<file path="src/rtl/mon_transmitter.sv">
// rtl/mon_transmitter.sv - monitor-link serial transmitter: start bit, MSB-first payload, idle-low gap
// Define MON_TX_PARITY_EN to append an even-parity bit after the payload.
module mon_transmitter #(
   parameter int WIDTH      = 40,
   parameter int BIT_CYCLES = 1,
   parameter int GAP_CYCLES = 4
) (
   input  logic             mon_clk,
   input  logic             reset,
   input  logic [WIDTH-1:0] in_data,
   input  logic             in_valid,
   output logic             in_ready,
   output logic             from_mon,
   output logic             busy
);
   localparam int HW = $clog2(BIT_CYCLES + 1);
   localparam int BW = $clog2(WIDTH + 1);
   localparam int GW = $clog2(GAP_CYCLES + 1);
   localparam logic [HW-1:0] HOLD_LAST = HW'(BIT_CYCLES - 1);
   localparam logic [BW-1:0] BIT_LAST  = BW'(WIDTH - 1);
   localparam logic [GW-1:0] GAP_LAST  = GW'(GAP_CYCLES - 1);

`ifdef MON_TX_PARITY_EN
   typedef enum logic [2:0] {IDLE, START, DATA, PAR, GAP} state_t;
`else
   typedef enum logic [2:0] {IDLE, START, DATA, GAP} state_t;
`endif

   state_t           state;
   logic [WIDTH-1:0] shreg;
   logic [HW-1:0]    hold_cnt;
   logic [BW-1:0]    bit_cnt;
   logic [GW-1:0]    gap_cnt;
   logic             hold_done;
`ifdef MON_TX_PARITY_EN
   logic             parity;
`endif

   assign hold_done = (hold_cnt == HOLD_LAST);

   // from_mon is loaded together with the state change, so it always shows the bit of the current state
   always_ff @(posedge mon_clk) begin
      if (reset) begin
         state    <= IDLE;
         shreg    <= '0;
         hold_cnt <= '0;
         bit_cnt  <= '0;
         gap_cnt  <= '0;
         from_mon <= 1'b0;
         busy     <= 1'b0;
         in_ready <= 1'b1;
`ifdef MON_TX_PARITY_EN
         parity   <= 1'b0;
`endif
      end else begin
         case (state)
            IDLE: begin
               if (in_valid) begin
                  state    <= START;
                  shreg    <= in_data;
                  hold_cnt <= '0;
                  from_mon <= 1'b1;
                  busy     <= 1'b1;
                  in_ready <= 1'b0;
`ifdef MON_TX_PARITY_EN
                  parity   <= ^in_data;
`endif
               end
            end
            START: begin
               if (hold_done) begin
                  state    <= DATA;
                  hold_cnt <= '0;
                  bit_cnt  <= '0;
                  from_mon <= shreg[WIDTH-1];
                  shreg    <= shreg << 1;
               end else begin
                  hold_cnt <= hold_cnt + 1'b1;
               end
            end
            DATA: begin
               if (hold_done) begin
                  hold_cnt <= '0;
                  if (bit_cnt == BIT_LAST) begin
`ifdef MON_TX_PARITY_EN
                     state    <= PAR;
                     from_mon <= parity;
`else
                     state    <= GAP;
                     gap_cnt  <= '0;
                     from_mon <= 1'b0;
`endif
                  end else begin
                     bit_cnt  <= bit_cnt + 1'b1;
                     from_mon <= shreg[WIDTH-1];
                     shreg    <= shreg << 1;
                  end
               end else begin
                  hold_cnt <= hold_cnt + 1'b1;
               end
            end
`ifdef MON_TX_PARITY_EN
            PAR: begin
               if (hold_done) begin
                  state    <= GAP;
                  hold_cnt <= '0;
                  gap_cnt  <= '0;
                  from_mon <= 1'b0;
               end else begin
                  hold_cnt <= hold_cnt + 1'b1;
               end
            end
`endif
            GAP: begin
               if (gap_cnt == GAP_LAST) begin
                  state    <= IDLE;
                  busy     <= 1'b0;
                  in_ready <= 1'b1;
               end else begin
                  gap_cnt <= gap_cnt + 1'b1;
               end
            end
            default: begin
               state    <= IDLE;
               from_mon <= 1'b0;
               busy     <= 1'b0;
               in_ready <= 1'b1;
            end
         endcase
      end
   end
endmodule

</file>
<file path="config.mk">
export PLATFORM = sky130hd
export DESIGN_NAME = mon_transmitter
export DESIGN_NICKNAME = d
export VERILOG_FILES = /design/src/rtl/mon_transmitter.sv
export SDC_FILE = /design/constraint.sdc
export NUM_CORES = 1
export LEC_CHECK = 0
export BUFFER_PORTS_ARGS = -buffer_cell sky130_fd_sc_hd__buf_2
export CAP_MARGIN = 5
export CORE_ASPECT_RATIO = 1.2
export CORE_MARGIN = 8
export CORE_UTILIZATION = 45
export CTS_BUF_LIST = sky130_fd_sc_hd__clkbuf_8
export CTS_CLUSTER_SIZE = 12
export DETAILED_ROUTE_END_ITERATION = 8
export PLACE_DENSITY = 0.66
export SLEW_MARGIN = 20
export SYNTH_ARGS = -nofsm -noshare
export SYNTH_HDL_FRONTEND = slang
export SYNTH_SLANG_ARGS = --single-unit
</file>
<file path="constraint.sdc">
create_clock -name mon_clk -period 2.9 [get_ports mon_clk]
set_clock_uncertainty 0.05 [all_clocks]
set_input_delay 0.145 -clock mon_clk [delete_from_list [all_inputs] [get_ports mon_clk]]
set_output_delay 0.145 -clock mon_clk [all_outputs]
set_load 0.005 [all_outputs]
</file>
# Yosys cells after proc, flatten, opt, wreduce, memory -nomap -nowiden
# Cells that the tools add are included.
# totals
register_bits,56
inputBits,43
word_cells,69
# op_classes
n_addsub,3
eq_ne,12
mux,31
bitwise,2
reduce_logical,13
# ops
cell,count
$mux W40,4
$pmux W40 S3,1
$mux W3,8
$mux W6,3
$ne A2 B2 Y1 const B,7
$pmux W3 S4,1
$pmux W6 S2,1
$reduce_and A4 Y1,3
$reduce_and A5 Y1,2
$eq A3 B2 Y1 const B,3
$mux W1,8
$add A6 B1 Y6 const B,1
$eq A6 B6 Y1 const B,1
$pmux W1 S3,2
$pmux W3 S2,1
$reduce_bool A2 Y1,3
$pmux W1 S4,1
$add A3 B1 Y3 const B,1
$eq A3 B1 Y1 const B,1
$logic_not A3 Y1,1
$reduce_and A3 Y1,1
$reduce_bool A3 Y1,1
$not A1 Y1,2
$pmux W1 S2,1
3 further kinds,3

# Logic depth before layout (Yosys ltp)
# Gate-level depths: netlist of run 1.
# logic_depth
word_depth,4
mapped_depth,7

# Worst setup path after synthesis of run 1
# No wires, ideal clock.
# synth_path
kind,register -> register
from,reg state[0]
to,reg shreg[18]
setup_time_ns,0.146
t_arrival_ns,1.672
path_slack_ns,1.032
stages_incl_launch_ff,7
path_cell_list,dfxtp_1 inv_1 ha_1 clkbuf_1 clkbuf_1 mux2i_1 a211oi_2
# synth_between
elab_chain_cells,3
elab_cells_between_ends,10
cone_classes,6 x eq/ne; 1 x mux; 3 x reduce/logical
# synth_rtl
item,line_no,rtl
"start, declared",29,state_t state;
"start signal, assigned",44,state <= IDLE;
"start signal, assigned",59,state <= START;
"start signal, assigned",72,state <= DATA;
"$eq A3 B2 Y1, or another cell as far along",56,case (state)
$ne A2 B2 Y1 (no line) or $reduce_bool A3 Y1 (tied branches),-,
$reduce_and A5 Y1 (no line),-,
"end signal, assigned",60,shreg <= in_data;
"end signal, assigned",76,shreg <= shreg << 1;
"end signal, assigned",96,shreg <= shreg << 1;
"end, declared",30,logic [WIDTH-1:0] shreg;
# Parallel ways exist; a longest one is shown, timed or not.
# A chain may end at the register's enable or synchronous reset.

# Worst setup path in the final report of run 1
# layout_path
from,reg state[0]
to,reg shreg[21]
# Same word-level chain as after synthesis.

==> results.cfg, run 1 <==
[synthesis]
yosysSeqAreaShare_pct = 38.90
yosysTopAreaCellShare_pct = 38.90
synth.distinct_cells = 35
syn_nets = 323
synth.avg_cell_area_um2 = 10.22
synth_area_leader_cell = dfxtp_1
synth_seq_cells = 54
syn_inst = 272
netlist_area_um2 = 2779
synthTopCellsByArea = dfxtp_1 (39%), a211oi_2 (18%), mux2i_1 (14%)
synth_warnings = 0

[final_layout]
area_growth_pct = 12.34
final_cells = 390
final_cell_mix = dfxtp_1 (54), nor2_1 (49), buf_2 (45), mux2i_1 (40), a211oi_2 (39)
drive_gt1_share_pct = 33.12
n_antenna_cell = 0
nets = 358
final_common_cell = dfxtp_1
fin_util_pct = 51.93

[critical_path]
worst-endpoint-arrival_ps = 2270
crit_chain = inv_1, ha_2, nor2b_1, a311oi_4, buf_12, nor2_1, a211oi_2
critPathMaxStageDelay_ps = 400
worstSetupEndpointType = register
worstSetupPathType = reg -> reg
worstPathMaxFanout = 80
cp-start-kind = register
cp.required_ps = 3080
cpLargestDelayFamily = compound AO/OA/AOI/OAI gates
critical_path_buf_inv_count = 2
cp_slowest_cell = dfxtp_1

[cts]
cts_tree = built
clockBufferDepth = 2
worstSkewPairLatency_ps = 310
postCtsSetupBuffers = 0
cts_buffers = 5
cts_resized = 0
cts_max_level = 2
clock_sinks = 54
cts_hold_buffers = 0
cts_root_buf = clkbuf_8
path_clk_slew_ps = 110

[detailed_routing]
drtIter0Drc = 119
vias = 2026
wl_per_cell_um = 13.70
final_antenna_net_count = 0
first_pass_iters = 4
drt_wl_total_um = 5342
drc_errors = 0
viasPerCell = 5.195

[timing]
maxSlewViolCount = 0
hold_viol_final = 0
period_minus_slack_ps = 2084
grt_setup_unrepaired = no
tightest_slew_ps = 600.5
layout_setup_ws_ps = 815.8
setup_violations = 0
period_share_pct = 71.87
fmaxAchievable_mhz = 479.8
max_slew_margin_pct = 59.97
fin_tns_setup_ps = 0

[power_and_ir_drop]
leakagePower_uw = 0.001249
peakVddDrop_uv = 499.2
power_density_nw_per_um2 = 1079

[global_routing]
grt_max_degree = 81
grt_remaining_overflow = 0
grt_pass1_wl_um = 9390
antenna_found_initial = 0
grt_usage_pct = 12.83
first_global_vias = 2114

[die]
die_w_um = 87.74
die_y_um = 102.1
row_count = 31
core_um2 = 6012
io_pins = 46
dieArea_um2 = 8956
initial_core_util_pct = 46.22

[worst_hold_path]
min_path_type = in -> reg

[placement]
dp_hpwl_um = 3707
dp.cells = 382
dp_slack_ps = 815.2
gp_congestion = 0.7361
numPortBuffers = 45

[flow_run]
maxCapViolCount = 0

[run_status]
status = finished, final reports clean
routing by layer:
| metal | share of wire [%] | vias up | track usage, % |
|---|---|---|---|
| li1 | - | 1052 | - |
| met1 | 47 | 925 | 15.58 |
| met2 | 47 | 40 | 21.00 |
| met3 | 4.5 | 9 | 3.459 |
| met4 | 1.4 | 0 | 4.775 |
| met5 | 0 | - | 0 |
worst register-to-register path, delay by kind of cell (launching register included):
| kind | cells | cell delay [ps] |
|---|---|---|
| buffers and inverters | 2 | 480 |
| and+or+nand+nor | 2 | 350 |
| DFF | 1 | 400 |
| AOI/OAI and AO/OA | 2 | 520 |
| adders and majority gates | 1 | 220 |
worst paths after layout:
check                                 from   endpoint  slack [ps]  cells after the start
worst min register to register    in_ready   in_ready         410                      1
worst max-delay path              state[0]  shreg[21]         820                      7
worst max register to register    state[0]  shreg[21]         820                      7
worst min-delay path            in_data[0]   shreg[0]          60                      3
through the flow:
stage / hold slack (ps) / power (uW) / cell area [um2]
5_1_grt: 57.15 / 3640 / 3122
4_1_cts: 50.05 / 3425 / 3122
3_5_place_dp: 389.2 / 2972 / 3028
6_report: 62.43 / 3370 / 3122
2_1_floorplan: 256.9 / 2713 / 2779
3_3_place_gp: 387.8 / 2933 / 3028
cells in the mapped netlist:
master / n
a2111oi_2: 1
a211oi_2: 39
a21o_1: 2
a21oi_1: 8
a22o_1: 2
a22oi_1: 1
a311oi_4: 1
a32o_1: 1
a32oi_1: 1
and4_1: 1
and4bb_4: 1
buf_4: 3
buf_6: 5
clkbuf_1: 14
dfxtp_1: 54
ha_1: 8
inv_1: 7
mux2_2: 1
mux2i_1: 40
nand2_1: 9
nand2b_1: 1
nand3_1: 1
nand3b_1: 2
nand4_1: 2
nand4bb_1: 1
nor2_1: 49
nor2b_1: 3
nor3_1: 3
o2111ai_1: 1
o21ai_0: 4
o22ai_1: 1
o31a_1: 1
o31ai_1: 2
or3_1: 1
xor2_1: 1
registers in the layout, summed over array words and instances (netlist names):
| name | cells |
|---|---|
| bit_cnt | 6 |
| busy | 1 |
| from_mon | 1 |
| gap_cnt | 3 |
| in_ready | 1 |
| shreg | 40 |
| state | 2 |
cell type report:
type | count | area, um2
multi-input cells | 189 | 1543
fillers | 552 | 2890
clock inverters | 3 | 25.02
well taps | 82 | 102.6
inverters | 7 | 26.28
repair buffers | 50 | 275.3
flip-flops and latches | 54 | 1081
clock buffers | 5 | 68.82
power breakdown:
group,total (uW),internal [uW],switching (uW)
clock network,434,175,259
logic,1750,797,956
registers,1180,1030,153
total,3370,2000,1370
kinds of logic (layout without fill, tap and decap cells):
| family | Yosys count | after routing | synth area share, % |
|---|---|---|---|
| AND/OR/NAND/NOR | 74 | 74 | 11.98 |
| AO/OA/AOI/OAI | 65 | 65 | 24.72 |
| flip-flops | 54 | 54 | 38.90 |
| multiplexers | 41 | 41 | 14.81 |
| buffers and inverters | 29 | 65 | 5.673 |
| adder cells (fa/ha/maj) | 8 | 8 | 3.602 |
| XOR/XNOR | 1 | 1 | 0.3152 |
No activity file was read; power rests on OpenSTA's default activity.
==> run 2, diff against run 1 <==
--- a/config.mk
+++ b/config.mk
@@ -13,7 +13,7 @@
 export CTS_BUF_LIST = sky130_fd_sc_hd__clkbuf_8
 export CTS_CLUSTER_SIZE = 12
 export DETAILED_ROUTE_END_ITERATION = 8
-export PLACE_DENSITY = 0.66
+export PLACE_DENSITY = 0.69
 export SLEW_MARGIN = 20
 export SYNTH_ARGS = -nofsm -noshare
 export SYNTH_HDL_FRONTEND = slang
==> constraint.sdc (replaced) <==
create_clock -name mon_clk -period 1.9 [get_ports mon_clk]
set_clock_uncertainty 0.05 [all_clocks]
set_input_delay 0.095 -clock mon_clk [delete_from_list [all_inputs] [get_ports mon_clk]]
set_output_delay 0.095 -clock mon_clk [all_outputs]
set_load 0.005 [all_outputs]
==> run 2 against run 1 <==
Against the previous run:
- non-clock buffer count is 27 higher
- sequential share of layout area is 3.5 points lower
- register-to-register slack worse by 770 ps
- combinational power is 93% higher
- via count is 7.0% higher
- final cell count is 6.7% higher
- critical path depth is 1 higher
- die area stayed put
- count of clock-buffer cells in the layout is 1 higher
- hold slack worse by 45 ps
- critical path type unchanged
==> results.cfg, run 2 (synthesis gave the netlist of run 1 again) <==
[detailed_routing]
wl_per_cell_um = 13.95
drtIter0Drc = 88
vias = 2168
viasPerCell = 5.212
drt_wl_total_um = 5802
first_pass_iters = 4
drc_errors = 0
final_antenna_net_count = 0

[die]
dieArea_um2 = 8956
io_pins = 46
core_um2 = 6012
die_w_um = 87.74
initial_core_util_pct = 46.22
die_y_um = 102.1
row_count = 31

[final_layout]
largestRegisters = shreg (40), bit_cnt (6), gap_cnt (3)
final_cells = 416
nFillCells = 531
drive_gt1_share_pct = 39.52
fin_util_pct = 57.96
multi_input_area_um2 = 1563
regArea_um2 = 1085
nets = 385
regMostFlops = shreg
n_antenna_cell = 0
area_growth_pct = 25.39
postLayoutCellArea_um2 = 3485
final_common_cell = dfxtp_1
final_cell_mix = dfxtp_1 (51), nor2_1 (49), buf_2 (45), mux2i_1 (40), a211oi_2 (39)
largest_reg_flops = 40

[placement]
gp_congestion = 0.7910
numPortBuffers = 45
dp.cells = 396
dp_slack_ps = 48.01
dp_hpwl_um = 4016
dpl_cell_area_um2 = 3208

[cts]
cts_max_level = 2
cts_tree = built
worstSkewPairLatency_ps = 300
cts_buffers = 5
path_clk_slew_ps = 90
clock_sinks = 54
clockBufferDepth = 2
cts_root_buf = clkbuf_8

[critical_path]
cpLargestDelayFamily = compound AO/OA/AOI/OAI gates
crit_chain = ha_1, and4bb_4, a311oi_4, buf_4, clkbuf_16, buf_4, nor2_1, a211oi_2
path_common_cell = buf_4
cp.required_ps = 2080
ff2ff_setup_slack_ps = 50
critical_path_buf_inv_count = 3
cp_slowest_cell = dfxtp_2
worstSetupPathType = reg -> reg
worstPathMaxFanout = 4
worst-endpoint-arrival_ps = 2030
critPathMaxStageDelay_ps = 330
cp-start-kind = register
worstSetupEndpointType = register

[timing]
fin_tns_setup_ps = 0
setup_violations = 0
period_share_pct = 97.63
fmaxAchievable_mhz = 539.1
tightest_slew_ps = 336.8
period_minus_slack_ps = 1855
max_slew_margin_pct = 77.50
maxSlewViolCount = 0
hold_viol_final = 0
layout_setup_ws_ps = 45.06

[power_and_ir_drop]
peakVddDrop_uv = 922.2
power_density_nw_per_um2 = 1708
leakagePower_uw = 0.001452

[global_routing]
antenna_found_initial = 0
grt_max_degree = 47
grt_pass1_wl_um = 9370
first_global_vias = 2173
grt_usage_pct = 12.78
grt_remaining_overflow = 0

[run_status]
status = finished, final reports clean

[flow_run]
maxCapViolCount = 0

[worst_hold_path]
min_path_type = in -> reg
-- run 2: cell type report --
type	instances	share of cell area (%)
flip-flops and latches	54	31.13
well taps	82	2.944
multi-input cells	189	44.85
clock buffers	6	2.370
clock inverters	1	0.8618
inverters	7	0.7540
repair buffers	77	17.09
-- run 2: timing repair --
item                                    in CTS  in global routing
resized for setup                            0                  8
hold endpoints to repair                     0                  0
endpoints found under the setup margin       0                 35
hold buffers                                 0                  0
buffers inserted                             0                 11
-- run 2: per-stage QoR --
| stage | hold WS, ps | total power (uW) |
|---|---|---|
| CTS | 10.35 | 5710 |
| floorplan | 206.9 | 4140 |
| detailed placement | 330.9 | 4906 |
| global placement | 321.7 | 4834 |
| global route | 28.57 | 6388 |
| finish | 17.02 | 5950 |
-- run 2: worst paths after layout --
check / from / cells past startpoint / endpoint
hold / removal: in_data[0] / 3 / shreg[0]
setup / recovery: bit_cnt[0] / 8 / shreg[38]
setup reg to reg: bit_cnt[0] / 8 / shreg[38]
hold reg to reg: busy / 2 / busy
-- run 2: power by group --
part	switching, uW	internal [uW]
combinational	1630	1740
clock	356	422
sequential	224	1570
total	2210	3740
-- run 2: metal layers --
| layer | wire, um | up-vias | track usage (%) |
|---|---|---|---|
| li1 | - | 1104 | - |
| met1 | 2571 | 1028 | 15.01 |
| met2 | 2917 | 31 | 21.35 |
| met3 | 239 | 5 | 3.459 |
| met4 | 74 | 0 | 5.172 |
| met5 | 0 | - | 0 |
-- run 2: tightest hold or removal path, cell delays in order --
cell,delay (ps)
buf_2,100
nand3b_1,70
a21oi_1,60
